$ cat src/rtl/pipe_hazard_ctrl.sv
// Hazard and sequencing controller for a 5-stage RISC-V pipeline: forwarding selects,
// load-use / branch / memory-wait stall and flush control, and saturating perf counters.
module pipe_hazard_ctrl #(
    parameter int MEM_TIMEOUT = 15,
    parameter int CNT_W       = 16
) (
    input  logic             clk,
    input  logic             rst,
    input  logic [4:0]       Rs1D,
    input  logic [4:0]       Rs2D,
    input  logic [4:0]       Rs1E,
    input  logic [4:0]       Rs2E,
    input  logic [4:0]       RdE,
    input  logic [4:0]       RdM,
    input  logic [4:0]       RdW,
    input  logic             RegWriteM,
    input  logic             RegWriteW,
    input  logic             LoadE,
    input  logic             PCSrcE,
    input  logic             MemReqM,
    input  logic             MemReadyM,
    output logic             StallF,
    output logic             StallD,
    output logic             StallE,
    output logic             StallM,
    output logic             FlushD,
    output logic             FlushE,
    output logic             FlushW,
    output logic [1:0]       ForwardAE,
    output logic [1:0]       ForwardBE,
    output logic             MemErr,
    output logic [CNT_W-1:0] StallCnt,
    output logic [CNT_W-1:0] FlushCnt
);

    typedef enum logic [1:0] {
        RUN   = 2'd0,
        MWAIT = 2'd1,
        TOUT  = 2'd2
    } mem_state_t;

    localparam logic [7:0]       WAIT_LIMIT = 8'(MEM_TIMEOUT);
    localparam logic [CNT_W-1:0] CNT_MAX    = '1;

    mem_state_t       state_q;
    logic [7:0]       wait_q;
    logic             mem_err_q;
    logic [CNT_W-1:0] stall_cnt_q, stall_cnt_d;
    logic [CNT_W-1:0] flush_cnt_q, flush_cnt_d;

    logic             lw_stall;
    logic             mem_stall;
    logic             timeout;
    logic             stall_f, stall_d, stall_e, stall_m;
    logic             flush_d, flush_e, flush_w;

    // Forwarding selects for both E operands; M result has priority over W.
    logic [4:0] rs_e    [2];
    logic [1:0] fwd_sel [2];

    assign rs_e[0] = Rs1E;
    assign rs_e[1] = Rs2E;

    generate
        for (genvar gi = 0; gi < 2; gi++) begin : g_fwd
            assign fwd_sel[gi] =
                (RegWriteM && (RdM != 5'd0) && (RdM == rs_e[gi])) ? 2'b10 :
                (RegWriteW && (RdW != 5'd0) && (RdW == rs_e[gi])) ? 2'b01 :
                                                                    2'b00;
        end
    endgenerate

    assign lw_stall  = LoadE && (RdE != 5'd0) && ((RdE == Rs1D) || (RdE == Rs2D));
    assign timeout   = (state_q == TOUT);
    assign mem_stall = MemReqM && !MemReadyM && !timeout;

    // A memory stall freezes D and E, so any branch or load-use hazard waits for release.
    always_comb begin
        stall_f = 1'b0;
        stall_d = 1'b0;
        stall_e = 1'b0;
        stall_m = 1'b0;
        flush_d = 1'b0;
        flush_e = 1'b0;
        flush_w = 1'b0;
        if (mem_stall) begin
            stall_f = 1'b1;
            stall_d = 1'b1;
            stall_e = 1'b1;
            stall_m = 1'b1;
            flush_w = 1'b1;
        end else if (PCSrcE) begin
            flush_d = 1'b1;
            flush_e = 1'b1;
        end else if (lw_stall) begin
            stall_f = 1'b1;
            stall_d = 1'b1;
            flush_e = 1'b1;
        end
    end

    assign StallF    = rst & stall_f;
    assign StallD    = rst & stall_d;
    assign StallE    = rst & stall_e;
    assign StallM    = rst & stall_m;
    assign FlushD    = rst & flush_d;
    assign FlushE    = rst & flush_e;
    assign FlushW    = rst & flush_w;
    assign ForwardAE = rst ? fwd_sel[0] : 2'b00;
    assign ForwardBE = rst ? fwd_sel[1] : 2'b00;
    assign MemErr    = rst & mem_err_q;
    assign StallCnt  = stall_cnt_q;
    assign FlushCnt  = flush_cnt_q;

    always_ff @(posedge clk or negedge rst) begin
        if (!rst) begin
            state_q   <= RUN;
            wait_q    <= 8'd0;
            mem_err_q <= 1'b0;
        end else begin
            case (state_q)
                RUN: begin
                    mem_err_q <= 1'b0;
                    if (MemReqM && !MemReadyM) begin
                        state_q <= MWAIT;
                        wait_q  <= 8'd1;
                    end
                end
                MWAIT: begin
                    if (MemReadyM || !MemReqM) begin
                        state_q   <= RUN;
                        wait_q    <= 8'd0;
                        mem_err_q <= 1'b0;
                    end else if (wait_q == WAIT_LIMIT) begin
                        state_q   <= TOUT;
                        mem_err_q <= 1'b1;
                    end else begin
                        wait_q <= wait_q + 8'd1;
                    end
                end
                TOUT: begin
                    state_q   <= RUN;
                    wait_q    <= 8'd0;
                    mem_err_q <= 1'b0;
                end
                default: begin
                    state_q   <= RUN;
                    wait_q    <= 8'd0;
                    mem_err_q <= 1'b0;
                end
            endcase
        end
    end

    always_comb begin
        stall_cnt_d = stall_cnt_q;
        flush_cnt_d = flush_cnt_q;
        if (StallF && (stall_cnt_q != CNT_MAX)) begin
            stall_cnt_d = stall_cnt_q + 1'b1;
        end
        if (FlushD && (flush_cnt_q != CNT_MAX)) begin
            flush_cnt_d = flush_cnt_q + 1'b1;
        end
    end

    always_ff @(posedge clk or negedge rst) begin
        if (!rst) begin
            stall_cnt_q <= '0;
            flush_cnt_q <= '0;
        end else begin
            stall_cnt_q <= stall_cnt_d;
            flush_cnt_q <= flush_cnt_d;
        end
    end

endmodule

$ cat config.mk
export PLATFORM = sky130hd
export DESIGN_NAME = pipe_hazard_ctrl
export DESIGN_NICKNAME = d
export VERILOG_FILES = /design/src/rtl/pipe_hazard_ctrl.sv
export SDC_FILE = /design/constraint.sdc
export NUM_CORES = 1
export LEC_CHECK = 0
export ABC_AREA = 1
export CAP_MARGIN = 40
export CORE_ASPECT_RATIO = 0.7
export CORE_MARGIN = 3
export CORE_UTILIZATION = 40
export DETAILED_ROUTE_END_ITERATION = 8
export GPL_ROUTABILITY_DRIVEN = 0
export GPL_TIMING_DRIVEN = 0
export PLACE_DENSITY = 0.8
export SLEW_MARGIN = 20
export SYNTH_ARGS = -nofsm -noshare
export SYNTH_HDL_FRONTEND = slang
export SYNTH_SLANG_ARGS = --single-unit
export TNS_END_PERCENT = 50
$ cat constraint.sdc
create_clock -name clk -period 2.18 [get_ports clk]
set_input_delay 0.218 -clock clk [delete_from_list [all_inputs] [get_ports clk]]
set_output_delay 0.218 -clock clk [all_outputs]
set_load 0.05 [all_outputs]
==> results of run 1 <==
## through the flow
step	hold WS [ns]	total power, mW	util	instances
after floorplan	-0.0776	1.61	-	421
after global placement	0.484	1.98	0.567	601
after detailed placement	0.240	2.01	0.571	602
after CTS	0.508	2.74	0.590	612
after global routing	0.390	2.86	0.596	615
final	0.377	2.72	0.596	615
## final timing paths
kind / startpoint / to / slack [ns] / cells after the start
setup / recovery: Rs2D[4] / StallF / 0.14 / 13
hold reg to reg: mem_err_q / mem_err_q / 0.51 / 2
max in group asynchronous: rst / wait_q[6] / 1.39 / 3
hold / removal: rst / FlushCnt[7] / 0.38 / 2
setup reg to reg: wait_q[0] / wait_q[4] / 0.34 / 11
min in group clk: mem_err_q / mem_err_q / 0.51 / 2
## power groups by stage
| stage | clock, mW | combinational [mW] | sequential, mW |
|---|---|---|---|
| finish | 0.724 | 0.979 | 1.02 |
| floorplan | 0 | 0.300 | 1.31 |
| global placement | 0 | 0.948 | 1.03 |
| global route | 0.773 | 1.05 | 1.03 |
| detailed placement | 0 | 0.976 | 1.03 |
| CTS | 0.743 | 0.979 | 1.02 |
## timing repair
| action | 4_1_cts | 5_1_grt |
|---|---|---|
| setup buffers | 0 | 2 |
| gates resized for setup | 23 | 10 |
| hold endpoints to repair | 20 | 0 |
| setup endpoints to repair | 11 | 5 |
| hold buffers | 2 | 0 |
| pin swaps | 0 | 1 |
## state kept, by name, indices dropped and copies added (netlist names)
name,cells
FlushCnt,16
StallCnt,16
mem_err_q,1
state_q,2
wait_q,8
## layout make-up
| type | instances | area [um2] |
|---|---|---|
| well taps | 94 | 118 |
| clock buffers | 6 | 72.6 |
| flip-flops and latches | 43 | 1080 |
| plain buffers | 8 | 75.1 |
| fillers | 599 | 2820 |
| inverters | 58 | 218 |
| repair buffers | 92 | 926 |
| multi-input cells | 312 | 1610 |
| clock inverters | 2 | 60.1 |
## metal layers
metal / vias to the layer above / wire length (um)
li1: 1509 / -
met1: 1387 / 3660
met2: 69 / 3640
met3: 12 / 333
met4: 0 / 96
met5: - / 0
## layout by cell type, fill, tap and decap left out, types with 3 or more instances in the layout
master           count
o21ai_0             14
or2_2                3
dlymetal6s2s_1       5
buf_4               10
inv_1               56
nor3_1               7
nand4_1              7
dfrtp_1             43
nand2_2              3
clkdlybuf4s50_1     69
o21a_1               3
clkbuf_8             5
a21oi_1              7
nor2_1              48
nand2_1            121
buf_6                5
dlygate4sd2_1        5
nor2_2               4
xor2_1              22
nand3_1             35
xnor2_1             21
ha_1                 3
## logic make-up after synthesis
family | Yosys count | share of synthesized area
DFF | 43 | 0.361
xor gates and xnor gates | 43 | 0.127
adders and majority gates | 3 | 0.0126
AOI/OAI and AO/OA | 29 | 0.0534
and+or+nand+nor | 237 | 0.348
buffers and inverters | 66 | 0.0984
==> flow_summary.yaml, run 1 <==
worst_setup_path:
  end_kind: "output port"
  cp_slowest_stage_delay_ns: 0.47
  worstSetupStartpointType: "primary input"
  cp.arrival_ns: 1.82
  crit_type: "in -> out"
  critical_path.slowest_cell: "clkdlybuf4s50_1"
  crit_required_ns: 1.96
  path_buf_inv: 6
  path_cells: "clkdlybuf4s50_1 > inv_1 > nand2_1 > nand2_1 > nor2_1 > nand3_1 > nand2_1 > nand3_1 > nand2_2 > buf_6 > buf_6 > buf_4 > buf_6"
  cp_max_fo: 11
  crit_family: "buffers and inverters"
synthesis:
  synth_common_cells: "nand2_1, inv_1, nor2_1, dfrtp_1, nand3_1"
  synth_ff_type: "dfrtp_1"
  syn-num-nets: 467
  postSynthCellCount: 421
  yosysUniqueCellTypes: 30
  synth_top_area_frac: 0.361
  yosysWarningCount: 0
  ys_seq_elements: 43
  syn_area_per_cell_um2: 7.07
  synth_edf_count: 0
  synth_top_area_cell: "dfrtp_1"
  syn-cell-area_um2: 2980
  synth-async-reset-ratio: 1.00
  synth_most_common_cell: "nand2_1"
  synth_seq_area_share: 0.361
  synth_area_leaders: "dfrtp_1, nand2_1, inv_1"
clock_tree:
  cts_root_buf: "clkbuf_8"
  cts_buffer_depth: 2
  numClockSinks: 43
  clkLatencyLatePin_ns: 0.29
  cts_max_level: 2
  cts_made_buffers: 5
  clk_pin_slew_worst_paths_ns: 0.08
  cts_tree: "done"
global_route:
  top_usage_layer: "met2"
  use_met2: 0.293
  grt_max_degree: 24
  grt_pass1_wl_um: 12700
  overflow: 0
  track_usage: 0.184
  grt.met3_usage: 0.0378
  antenna_found_initial: 0
  use_met1: 0.254
  grt_pass1_vias: 2707
detailed_routing:
  remaining_drc_errors: 0
  drt_iter0_drc: 184
  antenna_left: 0
  wire_per_inst_um: 12.6
  wirelength_um: 7740
  avgViaCountPerCell: 4.84
  firstDrtPassIters: 5
  vias: 2977
floorplan:
  num_rows: 25
  coreArea_um2: 6980
  ios: 87
  die_x_um: 109
  die_area_um2: 8530
  start_util: 0.427
  die_h_um: 78.2
power:
  p_per_area_nw_per_um2: 654
  cellLeakagePower_nw: 2.09
  p_sw_frac: 0.368
  power_frac_comb: 0.360
  seqPwrFrac: 0.374
  power_switching_mw: 1.00
  pwr-share-clk: 0.266
  vdd_drop_max_uv: 436
  p_int_mw: 1.72
timing:
  setup-tns-final_ns: 0
  period_share: 0.936
  setup_violations: 0
  maxSlewViolCount: 0
  clock_skew_ns: 0.00383
  fmax_mhz: 490
  max_slew_margin: 0.611
  rsz0062_at_grt: "true"
  setup_ws_ns: 0.139
  tightest_slew_ns: 0.579
  period_needed_ns: 2.04
  hold_violations: 0
worst_hold_path:
  hp-class: "in -> async"
run:
  drv_cap: 0
placed_design:
  dpl-instance-area_um2: 3980
  preCtsSetupSlack_ns: -0.659
  hpwlAfterDp_um: 6090
  io_buffers: 86
layout:
  diodes: 0
  nets: 566
  final_area_um2: 4160
  drive_above_1_share: 0.0825
  area_growth_pct: 39.6
status:
  outcome: "finished clean"
No activity file was read; power rests on OpenSTA's default activity.
==> run 2: changes to the inputs <==
--- a/config.mk
+++ b/config.mk
@@ -13,7 +13,8 @@
 export DETAILED_ROUTE_END_ITERATION = 8
 export GPL_ROUTABILITY_DRIVEN = 0
 export GPL_TIMING_DRIVEN = 0
-export PLACE_DENSITY = 0.8
+export HOLD_SLACK_MARGIN = 0.15
+export PLACE_DENSITY = 0.69
 export SLEW_MARGIN = 20
 export SYNTH_ARGS = -nofsm -noshare
 export SYNTH_HDL_FRONTEND = slang
==> run 2 against run 1 <==
Critical path depth down 7. Utilization down 0.090 points. Critical path type unchanged. Register-to-register slack worse by 0.06 ns. Non-clock buffer count fell by 1. Sequential power barely moved. Critical endpoint is now ForwardAE[0].
==> flow_summary.yaml, run 2 (same netlist as run 1, synthesis figures left out) <==
status:
  outcome: "finished clean"
detailed_routing:
  drt_iter0_drc: 160
  firstDrtPassIters: 4
  remaining_drc_errors: 0
  antenna_left: 0
  vias: 2912
  wire_per_inst_um: 12.8
  avgViaCountPerCell: 4.74
  wirelength_um: 7870
power:
  vdd_drop_max_uv: 813
  cellLeakagePower_nw: 2.07
  p_per_area_nw_per_um2: 639
  finalPower_mw: 2.65
worst_setup_path:
  path_cells: "clkdlybuf4s50_1 > or2_2 > a22oi_1 > nand4_1 > nor3b_1 > buf_2"
  worstSetupStartpointType: "primary input"
  cp_max_fo: 4
  crit_required_ns: 1.96
  cp.arrival_ns: 1.86
  critical_path.slowest_cell: "clkdlybuf4s50_1"
  crit_type: "in -> out"
  cp_slowest_stage_delay_ns: 0.47
  end_kind: "output port"
timing:
  period_share: 0.953
  period_needed_ns: 2.08
  maxSlewViolCount: 0
  max_slew_margin: 0.639
  hold_violations: 0
  fmax_mhz: 481
  clock_skew_ns: 0.00837
  setup_violations: 0
  rsz0062_at_grt: "false"
  setup-tns-final_ns: 0
  tightest_slew_ns: 0.537
layout:
  final_cell_mix: "nand2_1, clkdlybuf4s50_1, inv_1"
  diodes: 0
  final_common_cell: "nand2_1"
  area_growth_pct: 39.4
  drive_above_1_share: 0.0865
  nets: 565
clock_tree:
  post_cts_buffers: 0
  cts_root_buf: "clkbuf_8"
  numClockSinks: 43
  cts_buffer_depth: 2
  cts_tree: "done"
  clkLatencyLatePin_ns: 0.29
  cts_max_level: 2
  cts_made_buffers: 5
  clk_pin_slew_worst_paths_ns: 0.09
floorplan:
  coreArea_um2: 6980
  die_x_um: 109
  ios: 87
  die_area_um2: 8530
  start_util: 0.427
  num_rows: 25
  die_h_um: 78.2
global_route:
  overflow: 0
  grt_pass1_vias: 2820
  antenna_found_initial: 0
  grt_pass1_wl_um: 13400
  grt_max_degree: 23
  track_usage: 0.195
run:
  drv_cap: 0
placed_design:
  io_buffers: 86
  hpwlAfterDp_um: 6310
worst_hold_path:
  hp-class: "in -> async"
## run 2: cell types whose count changed in the layout (fill, tap and decap cells not counted), sizes merged
cell           change
dlygate4sd3        -1
clkbuf             +1
clkdlybuf4s50      +2
dlygate4sd2        +1
buf                -1
dlymetal6s2s       -3
clkinv             +1
bufinv             -1
## run 2: worst max-delay path: cells and delay by family
family | cells | cell delay, ns
AO/OA/AOI/OAI | 1 | 0.26
buffers and inverters | 2 | 0.76
AND/OR/NAND/NOR | 3 | 0.62
## run 2: power breakdown
group | leakage (nW) | internal [mW] | switching [mW]
registers | 0.559 | 0.892 | 0.129
clock network | 0.0612 | 0.371 | 0.278
logic | 1.45 | 0.373 | 0.608
total | 2.07 | 1.64 | 1.01
## run 2: per-layer routing
layer  vias to the layer above  track usage  part of all wire
li1                       1506            -                 -
met1                      1341        0.286              0.50
met5                         -            0                 0
met2                        56        0.300              0.44
met4                         0       0.0429             0.010
met3                         9       0.0337             0.045
## run 2: final timing paths
kind	slack (ns)	end	from	cells past startpoint
hold reg to reg	0.51	mem_err_q	mem_err_q	2
min in group clk	0.51	mem_err_q	mem_err_q	2
setup / recovery	0.10	ForwardAE[0]	RdW[2]	6
setup reg to reg	0.28	StallCnt[10]	StallCnt[0]	9
max in group asynchronous	1.11	StallCnt[14]	rst	6
hold / removal	0.18	FlushCnt[4]	rst	4
## run 2: metrics by stage
step,util,cells,cell area (um2),hold WS [ns],worst slack [ns]
6_report,0.595,614,4150,0.177,0.102
5_1_grt,0.595,614,4150,0.219,0.0195
4_1_cts,0.594,614,4140,0.519,-0.00306
3_5_place_dp,0.571,602,3980,0.250,-0.778
3_3_place_gp,0.567,601,3960,0.486,-2.49
2_1_floorplan,-,421,2980,-0.0776,0.0582
## run 2: cell type report
cell class	count	area, um2
plain buffers	7	72.6
clock buffers	6	82.6
clock inverters	2	35.0
fillers	653	2830
inverters	58	218
multi-input cells	312	1610
flip-flops and latches	43	1080
well taps	94	118
repair buffers	92	935
## run 2: timing repair
item	in CTS	in global routing
hold buffers	4	0
setup endpoints to repair	11	5
resized for setup	27	9
hold endpoints to repair	43	0
